### src/rtl/cpu_defs.sv
// Shared definitions for the pipeline control unit: stall bit positions,
// canonical stall vectors and the multi-cycle sequencer state encoding.
package cpu_defs;

    localparam int unsigned STALL_PC  = 0;
    localparam int unsigned STALL_IF  = 1;
    localparam int unsigned STALL_ID  = 2;
    localparam int unsigned STALL_EX  = 3;
    localparam int unsigned STALL_MEM = 4;
    localparam int unsigned STALL_WB  = 5;

    localparam logic [5:0] STALL_NONE = 6'b000000;
    localparam logic [5:0] STALL_IDR  = 6'b000111;
    localparam logic [5:0] STALL_EXR  = 6'b001111;

    localparam logic [1:0] ST_IDLE = 2'd0;
    localparam logic [1:0] ST_BUSY = 2'd1;
    localparam logic [1:0] ST_DONE = 2'd2;

endpackage

### src/rtl/mc_counter.sv
// Down-counter for multi-cycle EX operations: load, decrement, zero detect,
// synchronous clear and asynchronous active-low reset.
module mc_counter #(
    parameter int unsigned CNT_W = 6
) (
    input  logic             clk,
    input  logic             rst,
    input  logic             clr,
    input  logic             load,
    input  logic [CNT_W-1:0] load_val,
    input  logic             dec,
    output logic             zero
);

    logic [CNT_W-1:0] count;

    always_ff @(posedge clk or negedge rst) begin
        if (!rst) begin
            count <= '0;
        end else if (clr) begin
            count <= '0;
        end else if (load) begin
            count <= load_val;
        end else if (dec && count != '0) begin
            count <= count - CNT_W'(1);
        end
    end

    assign zero = (count == '0);

endmodule

### src/rtl/pipe_ctrl.sv
// Pipeline control: merges ID/EX stall requests into a per-stage stall vector,
// sequences multi-cycle EX ops, handles exception flush and counts stall cycles.
module pipe_ctrl
    import cpu_defs::*;
#(
    parameter int unsigned CNT_W  = 6,
    parameter int unsigned PC_W   = 32,
    parameter int unsigned PERF_W = 32
) (
    input  logic              clk,
    input  logic              rst,
    input  logic              id_stallreq,
    input  logic              ex_mc_start,
    input  logic [CNT_W-1:0]  ex_mc_cycles,
    input  logic              flush_req,
    input  logic [PC_W-1:0]   exc_pc,
    output logic [5:0]        stall,
    output logic              mc_busy,
    output logic              mc_done,
    output logic              mc_cancel,
    output logic              o_flush,
    output logic [PC_W-1:0]   o_new_pc,
    output logic [PERF_W-1:0] o_stall_cnt
);

    logic [1:0] state, state_next;
    logic       mc_start;
    logic       cnt_zero;

    // An op presented while a flush is pending or being applied belongs to a
    // squashed instruction and must not start.
    assign mc_start = (state == ST_IDLE) && ex_mc_start && (ex_mc_cycles != '0)
                      && !flush_req && !o_flush;

    mc_counter #(
        .CNT_W(CNT_W)
    ) u_mc_counter (
        .clk     (clk),
        .rst     (rst),
        .clr     (flush_req),
        .load    (mc_start),
        .load_val(ex_mc_cycles - CNT_W'(1)),
        .dec     (state == ST_BUSY),
        .zero    (cnt_zero)
    );

    always_comb begin
        state_next = state;
        if (flush_req) begin
            state_next = ST_IDLE;
        end else begin
            case (state)
                ST_IDLE: if (mc_start) state_next = ST_BUSY;
                ST_BUSY: if (cnt_zero) state_next = ST_DONE;
                ST_DONE: state_next = ST_IDLE;
                default: state_next = ST_IDLE;
            endcase
        end
    end

    always_ff @(posedge clk or negedge rst) begin
        if (!rst) begin
            state <= ST_IDLE;
        end else begin
            state <= state_next;
        end
    end

    always_comb begin
        stall = STALL_NONE;
        if (!rst || flush_req || o_flush) begin
            stall = STALL_NONE;
        end else if (mc_start || state == ST_BUSY) begin
            stall = STALL_EXR;
        end else if (id_stallreq) begin
            stall = STALL_IDR;
        end
    end

    assign mc_busy = (state == ST_BUSY);
    assign mc_done = (state == ST_DONE);

    always_ff @(posedge clk or negedge rst) begin
        if (!rst) begin
            o_flush   <= 1'b0;
            o_new_pc  <= '0;
            mc_cancel <= 1'b0;
        end else begin
            o_flush   <= flush_req;
            o_new_pc  <= flush_req ? exc_pc : '0;
            mc_cancel <= flush_req && (state != ST_IDLE);
        end
    end

    always_ff @(posedge clk or negedge rst) begin
        if (!rst) begin
            o_stall_cnt <= '0;
        end else if (stall[STALL_PC] && o_stall_cnt != '1) begin
            o_stall_cnt <= o_stall_cnt + PERF_W'(1);
        end
    end

endmodule

### config.mk
export PLATFORM = sky130hd
export DESIGN_NAME = pipe_ctrl
export DESIGN_NICKNAME = d
export VERILOG_FILES = /design/src/rtl/cpu_defs.sv /design/src/rtl/mc_counter.sv /design/src/rtl/pipe_ctrl.sv
export SDC_FILE = /design/constraint.sdc
export NUM_CORES = 1
export LEC_CHECK = 0
export ABC_AREA = 1
export BUFFER_PORTS_ARGS = -buffer_cell sky130_fd_sc_hd__buf_2
export CAP_MARGIN = 30
export CORE_MARGIN = 2
export CORE_UTILIZATION = 35
export CTS_BUF_LIST = sky130_fd_sc_hd__clkbuf_2 sky130_fd_sc_hd__clkbuf_4 sky130_fd_sc_hd__clkbuf_8
export DETAILED_ROUTE_END_ITERATION = 8
export PLACE_DENSITY = 0.68
export SYNTH_ARGS = -nofsm -noshare
export SYNTH_HDL_FRONTEND = slang
export SYNTH_SLANG_ARGS = --single-unit
### constraint.sdc
create_clock -name clk -period 3 [get_ports clk]
set_input_delay 0.45 -clock clk [delete_from_list [all_inputs] [get_ports clk]]
set_output_delay 0.45 -clock clk [all_outputs]
set_load 0.01 [all_outputs]
==> impl_metrics.json, run 1 <==
{
  "multi_input_area_um2": 1560,
  "top_layer": "met5",
  "path_max_fanout": 34,
  "wl_met2_um": 4490,
  "mostFrequentLayoutCells": "nand2_1 (161), buf_2 (113), inv_1 (74), dfrtp_1 (74), nor2_1 (31)",
  "crit_family": "simple AND/OR/NAND/NOR gates",
  "worstPathRequired_ns": 3.22,
  "synth_flop_cell": "dfrtp_1",
  "antennaDiodeCount": 0,
  "gp_congestion": 0.938,
  "placed_area_um2": 4470,
  "cts_buffer_depth": 2,
  "final_util_pct": 43.7,
  "synth.area.top_cells": "dfrtp_1 (49%), nand2_1 (16%), inv_1 (7.3%)",
  "io_buffers": 114,
  "wl_per_cell_um": 12.4,
  "first_pass_iters": 4,
  "p_clk_share_pct": 32.4,
  "path_cells": "ha_1 > nand3_1 > inv_1 > nand2_2 > nor2_2 > nand3_1 > nand2_4 > inv_4 > nand3b_1 > nand2_1",
  "slowest_delay_ns": 0.40,
  "hp-class": "in -> async",
  "grt_max_degree": 42,
  "rsz0062_at_grt": "no",
  "dieHeight_um": 108,
  "reg2regPathDepth": 10,
  "synth_edf_count": 0,
  "cts_tree": "done",
  "ir_drop_mv": 0.290,
  "area_delta_synth_final_pct": 23.0,
  "outcome": "finished, final reports clean",
  "postSynthCellCount": 481,
  "tightest_slew_ns": 0.532,
  "skew_ns": 0.00840,
  "p_int_mw": 1.81,
  "finalMaxSlewViolations": 0,
  "seq_area_um2": 1850,
  "routed_wirelength_um": 9210,
  "drc_errors": 0,
  "p_total_mw": 2.68,
  "yosysTopAreaCell": "dfrtp_1",
  "synth_seq_area_share_pct": 48.6,
  "num_rows": 38,
  "synth_top_area_share_pct": 48.6,
  "ctsHoldBuffers": 0,
  "antenna_found_initial": 1,
  "comb_power_share_pct": 22.9,
  "vias": 3403,
  "final_area_um2": 4690,
  "cap_violations": 0,
  "io-pin-count": 117,
  "cpMostUsedCell": "nand3_1",
  "drt_iter0_drc": 142,
  "grt_overflow_total": 0,
  "pwr-share-seq_pct": 44.7,
  "startpoint_type": "register",
  "drive_gt1_share_pct": 25.0,
  "final_common_cell": "nand2_1",
  "path_class": "reg -> reg",
  "cts_made_buffers": 9,
  "p_leak_nw": 2.70,
  "root_buffer": "clkbuf_8",
  "fin_nets": 639,
  "insertion_delay_ns": 0.34,
  "viasPerCell": 4.60,
  "path_depth": 10,
  "fin_crit_sh_pct": 73.6,
  "h-tree-depth": 3,
  "min_period_ns": 2.21,
  "worstSetupEndpointType": "register",
  "synth_cell_types": 34,
  "hold_viol_final": 0,
  "cts_setup_buffers": 0,
  "p_per_area_nw_per_um2": 572,
  "syn_area_um2": 3810,
  "cts_sinks": 74,
  "clkTransAtPathRegs_ns": 0.09,
  "grt.total_usage_pct": 16.4,
  "grt_first_pass_wirelength_um": 15100,
  "fill_cells": 1105,
  "wl_met1_um": 3870,
  "dpl.hpwl_um": 6940,
  "critical_path_arrival_ns": 2.43,
  "synth.avg_cell_area_um2": 7.93,
  "critPathBufInv": 2,
  "yosys_register_bits": 74,
  "wl_met3_um": 711,
  "critPathSlowestCell": "dfrtp_1",
  "p_sw_mw": 0.869,
  "switching_share_pct": 32.4,
  "dieArea_um2": 11700,
  "antenna_left": 0,
  "ys_warn_count": 0,
  "fp.dieW_um": 108,
  "start_util_pct": 35.5,
  "cts_resized": 0,
  "setup_viol": 0,
  "core-area_um2": 10700,
  "finalSetupTns_ns": 0,
  "grt_pass1_vias": 3188,
  "slew_headroom_pct": 64.6,
  "synth-async-reset-ratio_pct": 100,
  "fmax_mhz": 453
}
==> cell usage after synthesis, types with 5 or more instances <==
library cell,count
nand4_1,6
nor2_1,31
xnor2_1,8
xor2_1,16
nor3_1,18
o21ai_1,9
dfrtp_1,74
nand2_1,161
nand3_1,23
o21ai_0,13
buf_4,5
inv_1,74
buf_6,6
==> final timing paths <==
kind	end	from	slack (ns)
setup / recovery	o_stall_cnt[4]$_DFFE_PN0P_	o_stall_cnt[0]$_DFFE_PN0P_	0.79
setup reg to reg	o_stall_cnt[4]$_DFFE_PN0P_	o_stall_cnt[0]$_DFFE_PN0P_	0.79
min in group clk	o_new_pc[2]$_DFF_PN0_	exc_pc[2]	0.28
max in group asynchronous	o_stall_cnt[30]$_DFFE_PN0P_	rst	1.99
hold reg to reg	o_stall_cnt[28]$_DFFE_PN0P_	o_stall_cnt[28]$_DFFE_PN0P_	0.52
hold / removal	o_new_pc[23]$_DFF_PN0_	rst	0.13
==> layout make-up <==
| class | count | area share [%] |
|---|---|---|
| clock buffer | 9 | 2.64 |
| clock inverter | 7 | 2.16 |
| inverter | 75 | 6.05 |
| multi-input combinational | 318 | 33.2 |
| sequential | 74 | 39.5 |
| tap | 140 | 3.73 |
| timing repair buffer | 117 | 12.7 |
==> logic make-up after synthesis <==
logic type | count (synthesis) | share of synthesized area (%)
xor+xnor | 24 | 5.51
fa+ha+maj | 1 | 0.328
buf+inv | 90 | 10.6
simple gates | 260 | 30.0
flops | 74 | 48.6
compound gates | 31 | 4.89
other cells | 1 | 0.0984
==> registers in the layout (all words and copies together) (netlist names) <==
| register | flops |
|---|---|
| state | 2 |
| mc_cancel | 1 |
| u_mc_counter.count | 6 |
| o_new_pc | 32 |
| o_flush | 1 |
| o_stall_cnt | 32 |
==> layer usage <==
| layer | track usage (%) | vias to the layer above |
|---|---|---|
| met1 | 19.8 | 1581 |
| met4 | 4.85 | 2 |
| li1 | - | 1686 |
| met3 | 6.21 | 14 |
| met2 | 27.4 | 120 |
| met5 | 0 | - |
==> stage by stage <==
stage	cells	worst slack [ns]	hold WS, ns
6_report	740	0.793	0.129
5_1_grt	740	0.556	0.141
4_1_cts	740	0.766	0.130
3_5_place_dp	724	0.821	0.498
3_3_place_gp	724	0.904	0.507
2_1_floorplan	482	1.21	0.154
==> power by group through the flow <==
stage	clock, mW	sequential [mW]	combinational (mW)
4_1_cts	0.901	1.20	0.617
6_report	0.869	1.20	0.614
2_1_floorplan	0	1.24	0.379
5_1_grt	0.950	1.22	0.702
3_5_place_dp	0	1.22	0.614
3_3_place_gp	0	1.21	0.601
(Power assumes the default switching activity.)
==> inputs of run 2 (changes only) <==
Clock period 3 ns to 2.2 ns, I/O delays scaled along.
==> impl_metrics.json, run 2 (same netlist as run 1, synthesis figures left out) <==
{
  "core-area_um2": 10700,
  "worstPathRequired_ns": 1.87,
  "worstSetupEndpointType": "output pin",
  "busiest_layer": "met2",
  "path_max_fanout": 11,
  "cts_resized": 0,
  "p_leak_nw": 2.72,
  "dieArea_um2": 11700,
  "fin_nets": 644,
  "dpl.hpwl_um": 7180,
  "ctsHoldBuffers": 0,
  "wl_per_cell_um": 12.7,
  "viasPerCell": 4.61,
  "rsz0062_at_grt": "no",
  "skew_ns": 0.00959,
  "cts_sinks": 74,
  "rr_endpoint": "o_stall_cnt[4]$_DFFE_PN0P_",
  "start_util_pct": 35.5,
  "reg2regPathDepth": 10,
  "grt_max_degree": 49,
  "hp-class": "in -> async",
  "clkTransAtPathRegs_ns": 0.08,
  "drc_errors": 0,
  "cts_made_buffers": 9,
  "met1_usage_pct": 20.9,
  "vias": 3431,
  "min_period_ns": 1.97,
  "area_delta_synth_final_pct": 23.6,
  "fill_cells": 1105,
  "cts_setup_buffers": 0,
  "dieHeight_um": 108,
  "startpoint_type": "register",
  "tightest_slew_ns": 0.594,
  "placed_area_um2": 4500,
  "io_buffers": 114,
  "cts_tree": "done",
  "p_per_area_nw_per_um2": 761,
  "critical_path_arrival_ns": 1.64,
  "finalSetupTns_ns": 0,
  "first_pass_iters": 5,
  "num_rows": 38,
  "fin_crit_sh_pct": 89.7,
  "grt.total_usage_pct": 17.0,
  "grt_first_pass_wirelength_um": 15500,
  "h-tree-depth": 3,
  "root_buffer": "clkbuf_8",
  "drt_iter0_drc": 171,
  "rrSetupSlack_ns": 0.28,
  "setup_viol": 0,
  "ir_drop_mv": 0.354,
  "io-pin-count": 117,
  "slew_headroom_pct": 60.4,
  "fmax_mhz": 507,
  "grt_overflow_total": 0,
  "antenna_left": 0,
  "final_area_um2": 4710,
  "outcome": "finished, final reports clean",
  "grt_use_met3_pct": 6.09,
  "finalMaxSlewViolations": 0,
  "reg2reg_from": "o_stall_cnt[0]$_DFFE_PN0P_",
  "path_class": "reg -> out",
  "insertion_delay_ns": 0.34,
  "final_common_cell": "nand2_1",
  "cts_buffer_depth": 2,
  "drive_gt1_share_pct": 25.6,
  "fp.dieW_um": 108,
  "antenna_found_initial": 0,
  "grt_pass1_vias": 3392,
  "largestRegisters": "o_new_pc x32, o_stall_cnt x32, u_mc_counter.count x6",
  "cap_violations": 0,
  "routed_wirelength_um": 9470,
  "grt_use_met2_pct": 28.0,
  "antennaDiodeCount": 0,
  "mostFrequentLayoutCells": "nand2_1 (161), buf_2 (113), inv_1 (74), dfrtp_1 (74), nor2_1 (31)",
  "gp_congestion": 0.931,
  "hold_viol_final": 0
}
run 2: cell types whose count changed in the layout (fill, tap and decap cells not counted), sizes merged:
cell | previous run | this run
clkbuf | 9 | 12
buf | 117 | 122
inv | 77 | 75
bufinv | 2 | 1
run 2: how the worst max path moves through the flow:
stage                               startpoint                          end  depth (start not counted)
detailed placement  o_stall_cnt[0]$_DFFE_PN0P_   o_stall_cnt[6]$_DFFE_PN0P_                          9
global placement    o_stall_cnt[0]$_DFFE_PN0P_  o_stall_cnt[17]$_DFFE_PN0P_                         10
finish                    state[1]$_DFFE_PN0P_                     stall[1]                          6
CTS                       state[1]$_DFFE_PN0P_                     stall[2]                          6
global route        o_stall_cnt[0]$_DFFE_PN0P_   o_stall_cnt[6]$_DFFE_PN0P_                         10
floorplan           o_stall_cnt[0]$_DFFE_PN0P_  o_stall_cnt[14]$_DFFE_PN0P_                         11
run 2: metal layers:
metal	wire [um]	share of wire (%)
met4	142	1.5
met3	829	8.8
met5	0	0
met2	4470	47
met1	4020	42
run 2: layout make-up:
class                      count  area [um2]  area share [%]
clock buffer                  12         159            3.37
clock inverter                 4        50.0            1.06
inverter                      75         284            6.03
multi-input combinational    318        1560            33.1
sequential                    74        1850            39.3
tap                          140         175            3.72
timing repair buffer         122         633            13.4
run 2: critical path, cell delays in order, from the launching register on:
cell and delay (ns):
dfrtp_1 0.38, inv_1 0.09, nand2_1 0.14, nor2_8 0.19
nand2_4 0.11, a31oi_4 0.20, buf_2 0.18
run 2: per-stage QoR:
step,power (mW),instances,utilization (%),worst slack (ns),hold slack [ns]
after floorplan,2.21,482,-,0.486,0.0344
after global placement,2.48,729,41.9,0.361,0.421
after detailed placement,2.52,729,41.9,0.304,0.429
after CTS,3.63,745,43.9,0.192,0.0429
after global routing,3.83,745,43.9,0.0728,0.0406
final,3.59,745,43.9,0.227,0.0375
run 2: power by group:
| group | switching (mW) | total, mW | internal, mW | leakage (nW) |
|---|---|---|---|---|
| logic | 0.537 | 0.853 | 0.316 | 1.64 |
| registers | 0.120 | 1.64 | 1.52 | 0.974 |
| clock network | 0.500 | 1.10 | 0.597 | 0.102 |
| total | 1.16 | 3.59 | 2.43 | 2.72 |
